### config.mk
export PLATFORM = sky130hd
export DESIGN_NAME = aesl_axis_block_detector
export DESIGN_NICKNAME = d
export VERILOG_FILES = /design/src/rtl/aesl_axis_block_detector_pkg.sv /design/src/rtl/aesl_axis_block_detector_port_stall.sv /design/src/rtl/aesl_axis_block_detector.sv
export SDC_FILE = /design/constraint.sdc
export NUM_CORES = 1
export LEC_CHECK = 0
export BUFFER_PORTS_ARGS = -buffer_cell sky130_fd_sc_hd__buf_4
export CAP_MARGIN = 20
export CORE_MARGIN = 10
export CORE_UTILIZATION = 35
export CTS_CLUSTER_DIAMETER = 60
export DETAILED_ROUTE_END_ITERATION = 10
export GPL_TIMING_DRIVEN = 0
export PLACE_DENSITY = 0.63
export REMOVE_ABC_BUFFERS = 1
export SYNTH_ARGS = -nofsm -noshare
export SYNTH_HDL_FRONTEND = slang
export SYNTH_SLANG_ARGS = --single-unit
### constraint.sdc
create_clock -name clock -period 4.02 [get_ports clock]
set_input_delay 0.804 -clock clock [delete_from_list [all_inputs] [get_ports clock]]
set_output_delay 0.804 -clock clock [all_outputs]
set_load 0.1 [all_outputs]
### src/rtl/aesl_axis_block_detector_pkg.sv
// Shared types and constants for the AXI-Stream block detector.
package aesl_axis_block_detector_pkg;

    // Per-port stall FSM states
    typedef enum logic [1:0] {
        ST_IDLE    = 2'd0,
        ST_WAIT    = 2'd1,
        ST_BLOCKED = 2'd2
    } port_state_e;

    // Width and saturation value of the block event counter
    localparam int unsigned BLOCK_EVT_W = 16;
    localparam logic [BLOCK_EVT_W-1:0] BLOCK_EVT_MAX = '1;

    // Index width for a port number, never narrower than one bit
    function automatic int unsigned idx_width(input int unsigned n);
        return (n > 1) ? $clog2(n) : 1;
    endfunction

endpackage

### src/rtl/aesl_axis_block_detector_port_stall.sv
// Per-port stall tracker: IDLE/WAIT/BLOCKED FSM with a consecutive-stall counter.
module aesl_axis_port_stall
    import aesl_axis_block_detector_pkg::*;
#(
    parameter int unsigned STALL_THRESH = 16,
    parameter int unsigned CNT_W        = 8
) (
    input  logic clock,
    input  logic reset,
    input  logic i_req,
    input  logic i_avail,
    output logic o_blocked,
    output logic o_enter_c,
    output logic o_blocked_nxt_c
);

    localparam logic [CNT_W-1:0] THRESH = CNT_W'(STALL_THRESH);

    port_state_e      r_state;
    logic [CNT_W-1:0] r_cnt;
    logic             r_blocked;

    logic             w_stall;
    logic [CNT_W-1:0] w_cnt_inc;
    logic             w_hit;

    assign w_stall   = i_req & ~i_avail;
    assign w_cnt_inc = r_cnt + CNT_W'(1);
    // Counter is 0 in IDLE, so the same compare covers THRESH=1 from IDLE
    assign w_hit     = (w_cnt_inc == THRESH);

    // Entry into BLOCKED at the coming edge, and blocked state after it
    always_comb begin
        o_enter_c       = 1'b0;
        o_blocked_nxt_c = 1'b0;
        if (!reset && w_stall) begin
            o_enter_c       = (r_state != ST_BLOCKED) && w_hit;
            o_blocked_nxt_c = (r_state == ST_BLOCKED) || o_enter_c;
        end
    end

    // Stall FSM, counter and registered blocked flag
    always_ff @(posedge clock) begin
        if (reset) begin
            r_state   <= ST_IDLE;
            r_cnt     <= '0;
            r_blocked <= 1'b0;
        end else begin
            r_blocked <= o_blocked_nxt_c;
            case (r_state)
                ST_IDLE: begin
                    if (w_stall) begin
                        r_cnt   <= w_cnt_inc;
                        r_state <= w_hit ? ST_BLOCKED : ST_WAIT;
                    end else begin
                        r_cnt   <= '0;
                    end
                end
                ST_WAIT: begin
                    if (w_stall) begin
                        r_cnt <= w_cnt_inc;
                        if (w_hit) begin
                            r_state <= ST_BLOCKED;
                        end
                    end else begin
                        r_cnt   <= '0;
                        r_state <= ST_IDLE;
                    end
                end
                ST_BLOCKED: begin
                    // Counter holds while blocked
                    if (!w_stall) begin
                        r_cnt   <= '0;
                        r_state <= ST_IDLE;
                    end
                end
                default: begin
                    r_cnt   <= '0;
                    r_state <= ST_IDLE;
                end
            endcase
        end
    end

    assign o_blocked = r_blocked;

endmodule

### src/rtl/aesl_axis_block_detector.sv
// Observes NUM_PORTS AXI-Stream handshakes and flags ports stalled too long.
module aesl_axis_block_detector
    import aesl_axis_block_detector_pkg::*;
#(
    parameter  int unsigned NUM_PORTS    = 2,
    parameter  int unsigned STALL_THRESH = 16,
    parameter  int unsigned CNT_W        = 8,
    localparam int unsigned IDX_W        = idx_width(NUM_PORTS)
) (
    input  logic                   clock,
    input  logic                   reset,
    input  logic [NUM_PORTS-1:0]   proc_req,
    input  logic [NUM_PORTS-1:0]   strm_avail,
    output logic [NUM_PORTS-1:0]   axis_block_sigs,
    output logic                   any_block,
    output logic [BLOCK_EVT_W-1:0] block_events,
    output logic [IDX_W-1:0]       first_block_idx,
    output logic                   first_block_vld
);

    localparam int unsigned ENTER_W = $clog2(NUM_PORTS + 1);
    localparam int unsigned SUM_W   = BLOCK_EVT_W + 1;

    logic [NUM_PORTS-1:0]   w_blocked;
    logic [NUM_PORTS-1:0]   w_enter;
    logic [NUM_PORTS-1:0]   w_blocked_nxt;
    logic [ENTER_W-1:0]     w_enter_cnt;
    logic [SUM_W-1:0]       w_events_sum;
    logic [IDX_W-1:0]       w_first_idx;

    logic                   r_any_block;
    logic [BLOCK_EVT_W-1:0] r_block_events;
    logic [IDX_W-1:0]       r_first_idx;
    logic                   r_first_vld;

    for (genvar g = 0; g < NUM_PORTS; g++) begin : g_port
        aesl_axis_port_stall #(
            .STALL_THRESH (STALL_THRESH),
            .CNT_W        (CNT_W)
        ) u_port (
            .clock           (clock),
            .reset           (reset),
            .i_req           (proc_req[g]),
            .i_avail         (strm_avail[g]),
            .o_blocked       (w_blocked[g]),
            .o_enter_c       (w_enter[g]),
            .o_blocked_nxt_c (w_blocked_nxt[g])
        );
    end

    // Count simultaneous entries and pick the lowest entering index
    always_comb begin
        w_enter_cnt = '0;
        w_first_idx = '0;
        for (int i = 0; i < int'(NUM_PORTS); i++) begin
            w_enter_cnt = w_enter_cnt + ENTER_W'(w_enter[i]);
        end
        for (int i = int'(NUM_PORTS) - 1; i >= 0; i--) begin
            if (w_enter[i]) begin
                w_first_idx = IDX_W'(i);
            end
        end
        w_events_sum = {1'b0, r_block_events} + SUM_W'(w_enter_cnt);
    end

    // Aggregate flags, saturating event counter and sticky first-block capture
    always_ff @(posedge clock) begin
        if (reset) begin
            r_any_block    <= 1'b0;
            r_block_events <= '0;
            r_first_idx    <= '0;
            r_first_vld    <= 1'b0;
        end else begin
            r_any_block    <= |w_blocked_nxt;
            r_block_events <= w_events_sum[SUM_W-1] ? BLOCK_EVT_MAX
                                                    : w_events_sum[BLOCK_EVT_W-1:0];
            if (!r_first_vld && (|w_enter)) begin
                r_first_vld <= 1'b1;
                r_first_idx <= w_first_idx;
            end
        end
    end

    assign axis_block_sigs = w_blocked;
    assign any_block       = r_any_block;
    assign block_events    = r_block_events;
    assign first_block_idx = r_first_idx;
    assign first_block_vld = r_first_vld;

endmodule
Yosys cells after proc, flatten, opt, wreduce, memory -nomap -nowiden. Index checks and enable logic that the tools add are counted.

Flip-flop bits (word level): 41.

Add/sub/neg operators: 4. Equal/unequal tests: 14. Mux-type cells: 25. Bitwise logic cells: 4. Reductions and logical operators: 17.

Operator list (number): $mux W8 (4); $pmux W8 S2 (2); $mux W2 (10); $add A16 B2 Y17 (1); $add A8 B1 Y8 const B (2); $eq A8 B5 Y1 const B (2); $mux W16 (1); $pmux W2 S3 (2); $ne A2 B2 Y1 const B (4); $reduce_or A2 Y1 (4); $mux W1 (6); $ne A3 B3 Y1 const B (2); $reduce_and A3 Y1 (2); $logic_and A1 B1 Y1 (5); $eq A2 B1 Y1 const B (2); $eq A2 B2 Y1 const B (2); $logic_not A2 Y1 (2); $ne A2 B1 Y1 const B (2); $add A1 B1 Y2 (1); $and A1 B1 Y1 (2); $logic_not A1 Y1 (2); $logic_or A1 B1 Y1 (2); $not A1 Y1 (2).

Logic depth before layout (Yosys ltp). Gate-level depths: netlist of run 1.

Word-level depth: 7. Depth in mapped cells: 14. Mapped depth without buffers: 13.

Cells and area by module. Synthesis of run 1 repeated with hierarchy kept, for this count alone.

Cells, all modules: 239. Area total of the unflattened synthesis: 2137.0 um^2.

By module, submodules not included: aesl_axis_port_stall (times used 2, cells each 72, area each 595.6 um^2); aesl_axis_block_detector (times used 1, cells each 95, area each 945.9 um^2).

Worst setup path before layout of run 1. OpenSTA, ideal clock, no wires.

Kind: in2reg. From: in reset. To: reg r_block_events[3] (netlist: block_events[3]). Library setup time: 0.071 ns. Arrival: 3.292 ns. Path slack: 0.657 ns. Cell stages on the path: 14. Cell sequence: clkbuf_1 nor3b_2 nand3_2 a21oi_2 nand3_1 fa_1 inv_1 ha_1 and4_1 nand4_2 nor2_1 nand3_1 buf_2 a21oi_1.

Cells in the longest elaborated chain, start to end: 6. Elaborated cells on any way between the ends: 8.

Ends and longest elaborated chain: start: declaration (RTL line aesl_axis_block_detector.sv:11) `input logic reset,`; $logic_not A1 Y1 (RTL line aesl_axis_block_detector_port_stall.sv:36) `if (!reset && w_stall) begin`; $logic_and A1 B1 Y1 (RTL line aesl_axis_block_detector_port_stall.sv:36); $mux W1 (RTL line aesl_axis_block_detector_port_stall.sv:36); $add A1 B1 Y2 (RTL line aesl_axis_block_detector.sv:56) `w_enter_cnt = w_enter_cnt + ENTER_W'(w_enter[i]);`; $add A16 B2 Y17 (RTL line aesl_axis_block_detector.sv:63) `w_events_sum = {1'b0, r_block_events} + SUM_W'(w_enter_cnt);`; $mux W16 (RTL line aesl_axis_block_detector.sv:75) `r_block_events <= w_events_sum[SUM_W-1] ? BLOCK_EVT_MAX`; end signal: assignment (RTL line aesl_axis_block_detector.sv:75); end: declaration (RTL line aesl_axis_block_detector.sv:32) `logic [BLOCK_EVT_W-1:0] r_block_events;`.

Several ways; a longest one is shown, not always the timed one. A chain may end at the register's enable or synchronous reset.

Worst setup path in the final report of run 1.
From: reg g_port[1].u_port.r_cnt[0]. To: reg r_block_events[0] (netlist: block_events[0]).

Cells in the longest elaborated chain, start to end: 7.

Ends and longest elaborated chain: start: declaration (RTL line aesl_axis_block_detector_port_stall.sv:20) `logic [CNT_W-1:0] r_cnt;`; start signal: assignment (RTL line aesl_axis_block_detector_port_stall.sv:53) `r_cnt <= w_cnt_inc;`; start signal: assignment (RTL line aesl_axis_block_detector_port_stall.sv:61) `r_cnt <= w_cnt_inc;`; $add A8 B1 Y8 (RTL line aesl_axis_block_detector_port_stall.sv:28) `assign w_cnt_inc = r_cnt + CNT_W'(1);`; $eq A8 B5 Y1 (RTL line aesl_axis_block_detector_port_stall.sv:30) `assign w_hit = (w_cnt_inc == THRESH);`; $logic_and A1 B1 Y1 (RTL line aesl_axis_block_detector_port_stall.sv:37) `o_enter_c = (r_state != ST_BLOCKED) && w_hit;`; $mux W1 (RTL line aesl_axis_block_detector_port_stall.sv:36); $add A1 B1 Y2 (RTL line aesl_axis_block_detector.sv:56); $add A16 B2 Y17 (RTL line aesl_axis_block_detector.sv:63); $mux W16 (RTL line aesl_axis_block_detector.sv:75).

Every way passes these cells.

==> flow_results.org, run 1 <==
** Global routing
- Congestion Overflow GR :: 0
- The initial antenna violation count is 0.
- Across every metal layer, demand over resource in global routing totals 9.52%.
- The first global-routing pass estimated 7130 µm of wire.
- Vias in the first global route :: 1570
- Largest net degree at the start of global routing :: 22

** Synthesis
- Average cell area after synthesis :: 8.68 µm²
- Synthesis instantiated 49 different standard cells from the library.
- After synthesis the cells add up to 2030 µm².
- Async SR Flop Fraction :: 0%
- Cells after Synth :: 234
- The synthesized design spends more area on one cell type than any other, namely sky130_fd_sc_hd__dfxtp_1.
- The top cell type by area accounts for 40.4% of the synthesized area.
- Top flip-flop cell by instance count after synthesis :: sky130_fd_sc_hd__dfxtp_1
- After synthesis, flip-flops and latches occupy 40.4% of the total area.
- During synthesis, Yosys emitted a total of 0 warnings.
- Counting flops and latches in the post-synthesis netlist gives 41.
- Post-synth EDFFs :: 0
- Leading post-synthesis cells by cell area :: sky130_fd_sc_hd__dfxtp_1 40%, sky130_fd_sc_hd__a21oi_1 4.7%, sky130_fd_sc_hd__nand2_1 4.6%

** Run
- Max cap viols :: 0

** Critical path
- Endpoint arrival time on the critical path :: 3860 ps
- The setup check on the worst reg-to-reg path leaves a slack of 380 ps.
- Along the worst path, the maximum fanout reaches 13.
- STA classifies the critical path endpoint as a flop.
- At the worst endpoint, the required time is 4240 ps.
- Critical path class :: reg2reg
- STA classifies the critical path startpoint as a flop.

** Clock tree
- Number of setup buffers added after CTS :: 0
- Clock tree from TritonCTS :: yes
- No sink is reached through more buffers than the 2 on the longest clock path.
- TritonCTS created 5 clock buffers.
- Buffers inserted to repair hold after CTS numbered 0.
- Clock latency on the worst-skew pair, taken at its later pin, is 300 ps.
- Clock transition at path regs :: 80 ps
- The clock net in this run drives a total of 41 sinks.
- The H-tree was split into 2 levels.
- The tree is rooted in a sky130_fd_sc_hd__clkbuf_8.
- # resized after CTS :: 0

** Timing
- For the finished layout, the period the worst path requires is 3640 ps.
- Final hold violations :: 0
- Setup violations remaining at the end of the flow were counted as 0.
- Headroom to the max-slew limit came out at 61.9%.
- RSZ-0062 raised after global routing :: no
- For the pin with the worst max-slew slack, the measured transition is 570 ps.
- Fraction of the cycle the final worst path needs :: 90.5%
- Top achievable clock speed :: 275 MHz
- The final-report max-slew violation count was 0.
- Summed over all failing endpoints, the final setup total negative slack is 0 ps.
- Setup clock skew after layout :: 14.4 ps

** Placement
- Quantity of I/O buffers inserted on ports :: 26
- Routability cong. :: 0.770
- Including well taps, the total number of placed cells is 321.
- Detailed placement finished with a half-perimeter wire length of 3080 µm.

** Pwr
- For this design the static power due to leakage is 0.953 nW.
- Pwr/cell area :: 312 nW/µm²
- VDD sags by at most 0.162 mV.
- Tot Pwr :: 737 µW

** Finish
- Leaving out fill and tap cells, the most frequent cell in the layout is sky130_fd_sc_hd__dfxtp_1.
- Non-filler instance count after layout :: 329
- Leaving out fill and tap cells, the most frequent cells in the layout are 41 x sky130_fd_sc_hd__dfxtp_1, 26 x sky130_fd_sc_hd__buf_4, 25 x sky130_fd_sc_hd__nand2_1, 19 x sky130_fd_sc_hd__a21oi_1, 18 x sky130_fd_sc_hd__nor2_1.
- Util after Layout :: 42.3%
- In the final layout, the share of cells above drive strength 1 is 17.5%.
- After the last flow step, the layout net total stands at 268.
- 0 antenna diodes ended up in the layout.
- Fillers :: 575
- Syn-to-layout area delta :: 16.1%

** Die
- The floorplan step defined a die boundary enclosing 9250 µm².
- Row count :: 27
- Core outline area :: 5570 µm²
- Once the floorplan was initialized, standard cells occupied 36.4% of the core.
- Die width :: 96.2 µm
- Vert. Die Dim :: 96.2 µm
- During I/O placement, the number of pins put on the boundary was 27.

** Hold path
- Class of the tightest hold or removal check :: reg2reg

** Detailed routing
- Overall routed net length :: 4210 µm
- Number of iterations in the first detailed-routing pass :: 4
- The detailed router placed 1675 vias in this run.
- Drt wl/cell :: 12.8 µm
- Dividing the detail-routed via count by the number of cells gives 5.09.
- Once detail routing completed, the nets flagged for antenna violations numbered 0.
- Post-route DRC :: 0
- In this run, the number of DRC markers left after iteration 0 of detailed routing was 83.

** Status
- The run finished with clean final reports.
[worst paths after layout]
check                                            endpoint                       from  depth (start not counted)
worst min register to register  g_port[1].u_port.r_cnt[2]  g_port[1].u_port.r_cnt[2]                          2
worst min-delay path            g_port[1].u_port.r_cnt[2]  g_port[1].u_port.r_cnt[2]                          2
worst max-delay path                      block_events[0]  g_port[1].u_port.r_cnt[0]                         13
worst max register to register            block_events[0]  g_port[1].u_port.r_cnt[0]                         13
[metal layers]
layer / up-vias / part of all wire [%] / track usage [%]
li1: 870 / - / -
met1: 768 / 48 / 11.8
met2: 30 / 45 / 15.0
met3: 7 / 5.4 / 2.65
met4: 0 / 1.4 / 4.30
met5: - / 0 / 0
[synthesized netlist by cell type (all sizes together) (3+ instances only)]
cell type  count
a31oi          6
inv            6
dfxtp         41
o21ai         13
and3           7
nand4          7
nor3b          3
xor2           9
and2           4
nor2          18
o31ai          6
ha             5
nor2b          4
clkbuf         3
nand3         14
buf            8
xnor2          9
a21oi         20
nand2         25
nand2b         6
[logic make-up after synthesis]
kind of cell / share of synthesized area [%]
DFF: 40.4
buffers and inverters: 4.19
muxes: 1.05
and+or+nand+nor: 24.6
xor gates and xnor gates: 7.76
AOI/OAI and AO/OA: 17.9
adders and majority gates: 4.07
[final cells by class]
class	count	area [µm²]	area share (%)
well taps	72	90.1	3.82
repair buffers	26	195	8.28
multi-input cells	176	1120	47.7
clock buffers	7	96.3	4.08
flip-flops and latches	41	821	34.8
clock inverters	1	8.76	0.371
inverters	6	22.5	0.955
[where the power goes]
group	leakage (nW)	internal, mW	switching, mW
clock	0.0549	0.159	0.150
sequential	0.331	0.408	0.00182
combinational	0.567	0.00743	0.0111
[metrics by stage]
stage               area [µm²]  hold slack, ps  setup slack (ps)
floorplan                 1970             463               810
global placement          2250             483               191
detailed placement        2250             499               185
CTS                       2360             511               352
global route              2360             542              10.5
finish                    2360             506               381
[registers in the layout, indices dropped and copies added (netlist names)]
| signal | flops |
|---|---|
| g_port.u_port.r_cnt | 16 |
| first_block_vld | 1 |
| g_port.u_port.o_blocked | 2 |
| first_block_idx | 1 |
| block_events | 16 |
| any_block | 1 |
| g_port.u_port.r_state | 4 |
[worst max-delay path: stages (launching register included)]
cell and delay (ps):
sky130_fd_sc_hd__dfxtp_1 440, sky130_fd_sc_hd__ha_1 230, sky130_fd_sc_hd__and2_2 180, sky130_fd_sc_hd__nand2_1 100, sky130_fd_sc_hd__o32ai_2 380, sky130_fd_sc_hd__nand3_1 190, sky130_fd_sc_hd__fa_1 430, sky130_fd_sc_hd__inv_1 70
sky130_fd_sc_hd__ha_1 190, sky130_fd_sc_hd__and4_1 290, sky130_fd_sc_hd__nand4_2 160, sky130_fd_sc_hd__nor2_1 170, sky130_fd_sc_hd__nand3_1 440, sky130_fd_sc_hd__a21oi_1 280
No activity file was read; power rests on OpenSTA's default activity.
==> run 2: changes to the inputs <==
--- a/config.mk
+++ b/config.mk
@@ -5,6 +5,7 @@
 export SDC_FILE = /design/constraint.sdc
 export NUM_CORES = 1
 export LEC_CHECK = 0
+export ABC_AREA = 1
 export BUFFER_PORTS_ARGS = -buffer_cell sky130_fd_sc_hd__buf_4
 export CAP_MARGIN = 20
 export CORE_MARGIN = 10
==> run 2 against run 1 <==
Effect of this change:
- worst setup slack better by 500 ps
- die area up 7.4%
- total power up 5.3%
- via count up 15%
- utilization up 0.69 points
- first-iteration DRC count up 47%
- largest cell class unchanged
==> flow_results.org, run 2 <==
** Clock tree
- The TritonCTS buffer count is 5 (unchanged).
- The tree is rooted in a sky130_fd_sc_hd__clkbuf_8.
- The clock-pin slew reported for the worst setup and hold paths after clock tree synthesis came to 80 ps (about the same).
- The number of gates resized after cts is 0 (unchanged).
- The CTS H-tree depth is 2 (unchanged).
- Quantity of hold-fixing buffers added after cts :: 0 (unchanged)
- Clock tree from TritonCTS :: yes
- The setup fix buffers added after clock tree synthesis is 0 (unchanged).
- The number of sinks on the clock net came to 41 (unchanged).
- Worst-skew pair later-pin latency :: 290 ps (about the same)
- The number of buffers on the longest clock path was 2 (unchanged).

** Finish
- Proportion of layout cells with a drive suffix above 1 :: 23.7% (+6.2 points)
- The library cells used most frequently in the layout, excluding fill and tap cells, are 68 x sky130_fd_sc_hd__nand2_1, 45 x sky130_fd_sc_hd__inv_1, 41 x sky130_fd_sc_hd__dfxtp_1, 26 x sky130_fd_sc_hd__buf_4.
- The count of antenna diodes in the layout is 0 (unchanged).
- The total of fill cells in the finished design was 629 (+9.4%).
- The library cell used most frequently in the layout, excluding fill and tap cells, is sky130_fd_sc_hd__nand2_1.
- Number of nets at the end of the flow :: 340 (+27%)
- Syn-to-layout area delta :: 16.7%
- Util after Layout :: 43.0% (+0.69 points)

** Timing
- The headroom to the max-slew limit is 71.5% (+9.7 points).
- Count of pins over their slew limit :: 0 (unchanged)
- The number of failing hold endpoints at the final stage came to 0 (unchanged).
- Final setup slack of the worst path :: 880 ps (+499 ps)
- The setup skew after layout came to 7.28 ps (-7.13 ps).
- The number of setup violations in the final report came to 0 (unchanged).
- Setup TNS after final layout :: 0 ps (unchanged)
- The actual transition at the worst max-transition pin came to 424 ps (-147 ps).
- The fmax was 318 MHz (+16%).
- The clock period minus final worst setup slack is 3140 ps (-499 ps).
- RSZ-0062 raised after global routing :: no
- The share of the clock period used by the worst path after layout came to 78.1% (-12 points).

** Global routing
- GRT Total Usage :: 9.60% (+0.088 points)
- The initial antenna violation count was 0 (unchanged).
- The global route total overflow was 0 (unchanged).
- The global-route wire length before repair is 8200 µm (+15%).
- Largest net degree at the start of global routing :: 15 (-32%)
- Vias in the first global route :: 1842 (+17%)

** Die
- The die span in x was 99.7 µm (+3.6%).
- The floorplan core area came to 6030 µm² (+8.1%).
- The vertical extent of the die came to 99.7 µm (+3.6%).
- Row count :: 28 (+3.7%)
- Initial cell density of the core :: 36.9% (+0.43 points)
- The top-level port count came to 27 (unchanged).
- Area enclosed by the die boundary :: 9930 µm² (+7.4%)

** Critical path
- The register-to-register path setup slack came to 970 ps (+590 ps).
- The worst setup path is captured at a flop.
- The required time at the worst-slack endpoint came to 4270 ps (+30 ps).
- Startpoint type of the worst setup path :: input port
- Worst path cell trace :: buf_4, inv_1, nand2_1, nor2_1, nand3_2, fa_1, inv_1, ha_1, inv_1, nor3_4, nand4_4, inv_2, nand2_4, nand2_1, o21ai_0, inv_1
- Crit path max-delay cell type :: sky130_fd_sc_hd__fa_1
- In this design, the critical path's most frequently occurring cell is sky130_fd_sc_hd__inv_1.
- Delay of the slowest critical-path stage :: 420 ps (-20 ps)
- Number of buffers and inverters on the critical path :: 6 (+5)
- Kind of cell adding the most delay to the critical path :: simple AND/OR/NAND/NOR gates
- Crit Path Max Fanout :: 14 (+1)
- Endpoint arrival time on the critical path :: 3390 ps (-470 ps)
- The critical path in this run is classified as in2reg.

** Detailed routing
- The met1 layer wirelength in the final routing came to 2300 µm (+14%).
- The vias per cell was 4.75 (-6.7%).
- Total via count in the routed design :: 1919 (+15%)
- Number of iterations in the first detailed-routing pass :: 4 (unchanged)
- Met3 Wirelength :: 217 µm (-4.8%)
- Overall routed net length :: 4580 µm (+8.8%)
- The detailed route wirelength on metal2 was 2000 µm (+5.1%).
- DR top layer :: met4
- The final routed DRC violation total is 0 (unchanged).
- The number of antenna-violating nets in the routed design is 0 (unchanged).
- The average wire per standard cell was 11.3 µm (-11%).
- The number of violations reported at the end of detailed-routing iteration 0 was 122 (+47%).

** Pwr
- The power density relative to cell area came to 299 nW/µm² (-4.1%).
- VDD IR max :: 0.123 mV (-24%)
- Switching power total :: 160 µW (-1.8%)
- Static power due to leakage :: 1.12 nW (+18%)
- Switching portion of total power :: 20.6% (-1.5 points)
- Part of the power in the clock network :: 45.0% (+3.1 points)
- The sequential share of power was 52.7% (-2.9 points).
- Int Power :: 616 µW (+7.4%)
- Logic gate share of total power :: 2.3% (-0.2 points)

** Synthesis
- Post-synth design cell area :: 2220 µm² (+9.4%)
- The fraction of registers with async set/reset is 0% (unchanged).
- Total of warnings raised by yosys :: 0 (unchanged)
- Cells after Synth :: 300 (+28%)
- The sequential area share after synthesis is 37.0% (-3.5 points).
- Cell type with the highest aggregate area in the netlist :: sky130_fd_sc_hd__dfxtp_1
- Unique cell type count in the Yosys netlist :: 39 (-20%)
- The synthesized area per cell was 7.40 µm² (-15%).
- Top flip-flop cell by instance count after synthesis :: sky130_fd_sc_hd__dfxtp_1
- The number of flops mapped to enable cells by yosys is 0 (unchanged).
- Area share of the largest cell type after synthesis :: 37.0% (-3.5 points)
- Counting instances in the post-synthesis netlist gives the leading cell types as 68 x sky130_fd_sc_hd__nand2_1, 45 x sky130_fd_sc_hd__inv_1, 41 x sky130_fd_sc_hd__dfxtp_1.
- Synthesized flop and latch total :: 41 (unchanged)
- Among all cell types in the netlist, the one instantiated most often is sky130_fd_sc_hd__nand2_1.
- Leading post-synthesis cells by cell area :: sky130_fd_sc_hd__dfxtp_1 37%, sky130_fd_sc_hd__nand2_1 11%, sky130_fd_sc_hd__inv_1 7.6%

** Run
- Max cap viols :: 0 (unchanged)

** Status
- The flow ran to the end, and the final reports show no timing, DRC or antenna violations.

** Placement
- The sum of net half-perimeters after detailed placement was 3470 µm (+13%).
- The count of port buffers added during placement came to 26 (unchanged).
- Routability cong. :: 0.804 (+4.5%)
- The setup slack at placement is 509 ps (+323 ps).

** Hold path
- The path class of the tightest hold or removal check is reg2reg.
==> run 2: cell count changes after synthesis, moves of 6 or more <==
cell / delta
sky130_fd_sc_hd__xnor2_1: -8
sky130_fd_sc_hd__inv_1: +39
sky130_fd_sc_hd__and3_1: -7
sky130_fd_sc_hd__nand2b_1: -6
sky130_fd_sc_hd__nor2_2: +7
sky130_fd_sc_hd__nand2_2: +7
sky130_fd_sc_hd__nand3_2: +6
sky130_fd_sc_hd__nand2_1: +43
sky130_fd_sc_hd__a21oi_1: -15
sky130_fd_sc_hd__nand3_1: +8
==> run 2: layer usage <==
| layer | up-vias | GRT usage (%) |
|---|---|---|
| met2 | 36 | 15.3 |
| met3 | 6 | 2.98 |
| met4 | 0 | 2.65 |
| li1 | 1017 | - |
| met1 | 860 | 12.1 |
| met5 | - | 0 |
==> run 2: stage by stage <==
step | area, µm² | total power, mW | std cells | hold slack [ps]
3_3_place_gp | 2470 | 0.437 | 396 | 483
3_5_place_dp | 2470 | 0.437 | 396 | 488
4_1_cts | 2590 | 0.785 | 404 | 501
6_report | 2590 | 0.776 | 404 | 499
5_1_grt | 2590 | 0.802 | 404 | 540
2_1_floorplan | 2190 | 0.427 | 295 | 463
==> run 2: final timing paths <==
path	endpoint	cells past startpoint	startpoint
max	block_events[10]	16	reset
min	g_port[1].u_port.r_cnt[7]	2	g_port[1].u_port.r_cnt[7]
max reg2reg	block_events[10]	17	g_port[0].u_port.r_cnt[0]
min reg2reg	g_port[1].u_port.r_cnt[7]	2	g_port[1].u_port.r_cnt[7]
==> run 2: final cells by class <==
type                            count  area [µm²]  share of cell area (%)
Multi-Input combinational cell    203        1170                    45.3
Sequential cell                    41         821                    31.7
Timing Repair Buffer               26         195                    7.53
Inverter                           51         191                    7.39
Tap cell                           75        93.8                    3.62
Clock buffer                        7        86.3                    3.33
Clock inverter                      1        30.0                    1.16
==> run 2: power groups by stage <==
stage	Sequential, mW	Clock [mW]	Combinational [mW]
after floorplan	0.419	0	0.00876
after global placement	0.419	0	0.0181
after detailed placement	0.419	0	0.0183
after CTS	0.409	0.357	0.0182
after global routing	0.410	0.372	0.0202
final	0.409	0.349	0.0179
==> run 2: worst reg2reg max path, cell delays in order, from the launching register on <==
cell                      delay, ps
sky130_fd_sc_hd__dfxtp_1        410
sky130_fd_sc_hd__ha_1           260
sky130_fd_sc_hd__nand3_2        110
sky130_fd_sc_hd__o21ai_0        170
sky130_fd_sc_hd__nand2_1        110
sky130_fd_sc_hd__nor2_2         210
sky130_fd_sc_hd__nand3_2        130
sky130_fd_sc_hd__fa_1           450
sky130_fd_sc_hd__inv_1           70
sky130_fd_sc_hd__ha_1           150
sky130_fd_sc_hd__inv_1           70
sky130_fd_sc_hd__nor3_4         220
sky130_fd_sc_hd__nand4_4        150
sky130_fd_sc_hd__inv_2          110
sky130_fd_sc_hd__nand2_4        140
sky130_fd_sc_hd__nand2_1        100
sky130_fd_sc_hd__o21ai_0         70
sky130_fd_sc_hd__inv_1           70
==> run 2: kinds of logic (layout without fill, tap and decap cells) <==
kind of cell / Yosys count / count (layout) / share of synthesized area, %
xor gates and xnor gates: 5 / 5 / 1.97
DFF: 41 / 41 / 37.0
AOI/OAI and AO/OA: 42 / 42 / 12.3
buffers and inverters: 56 / 85 / 10.2
and+or+nand+nor: 150 / 150 / 34.9
adders and majority gates: 6 / 6 / 3.72
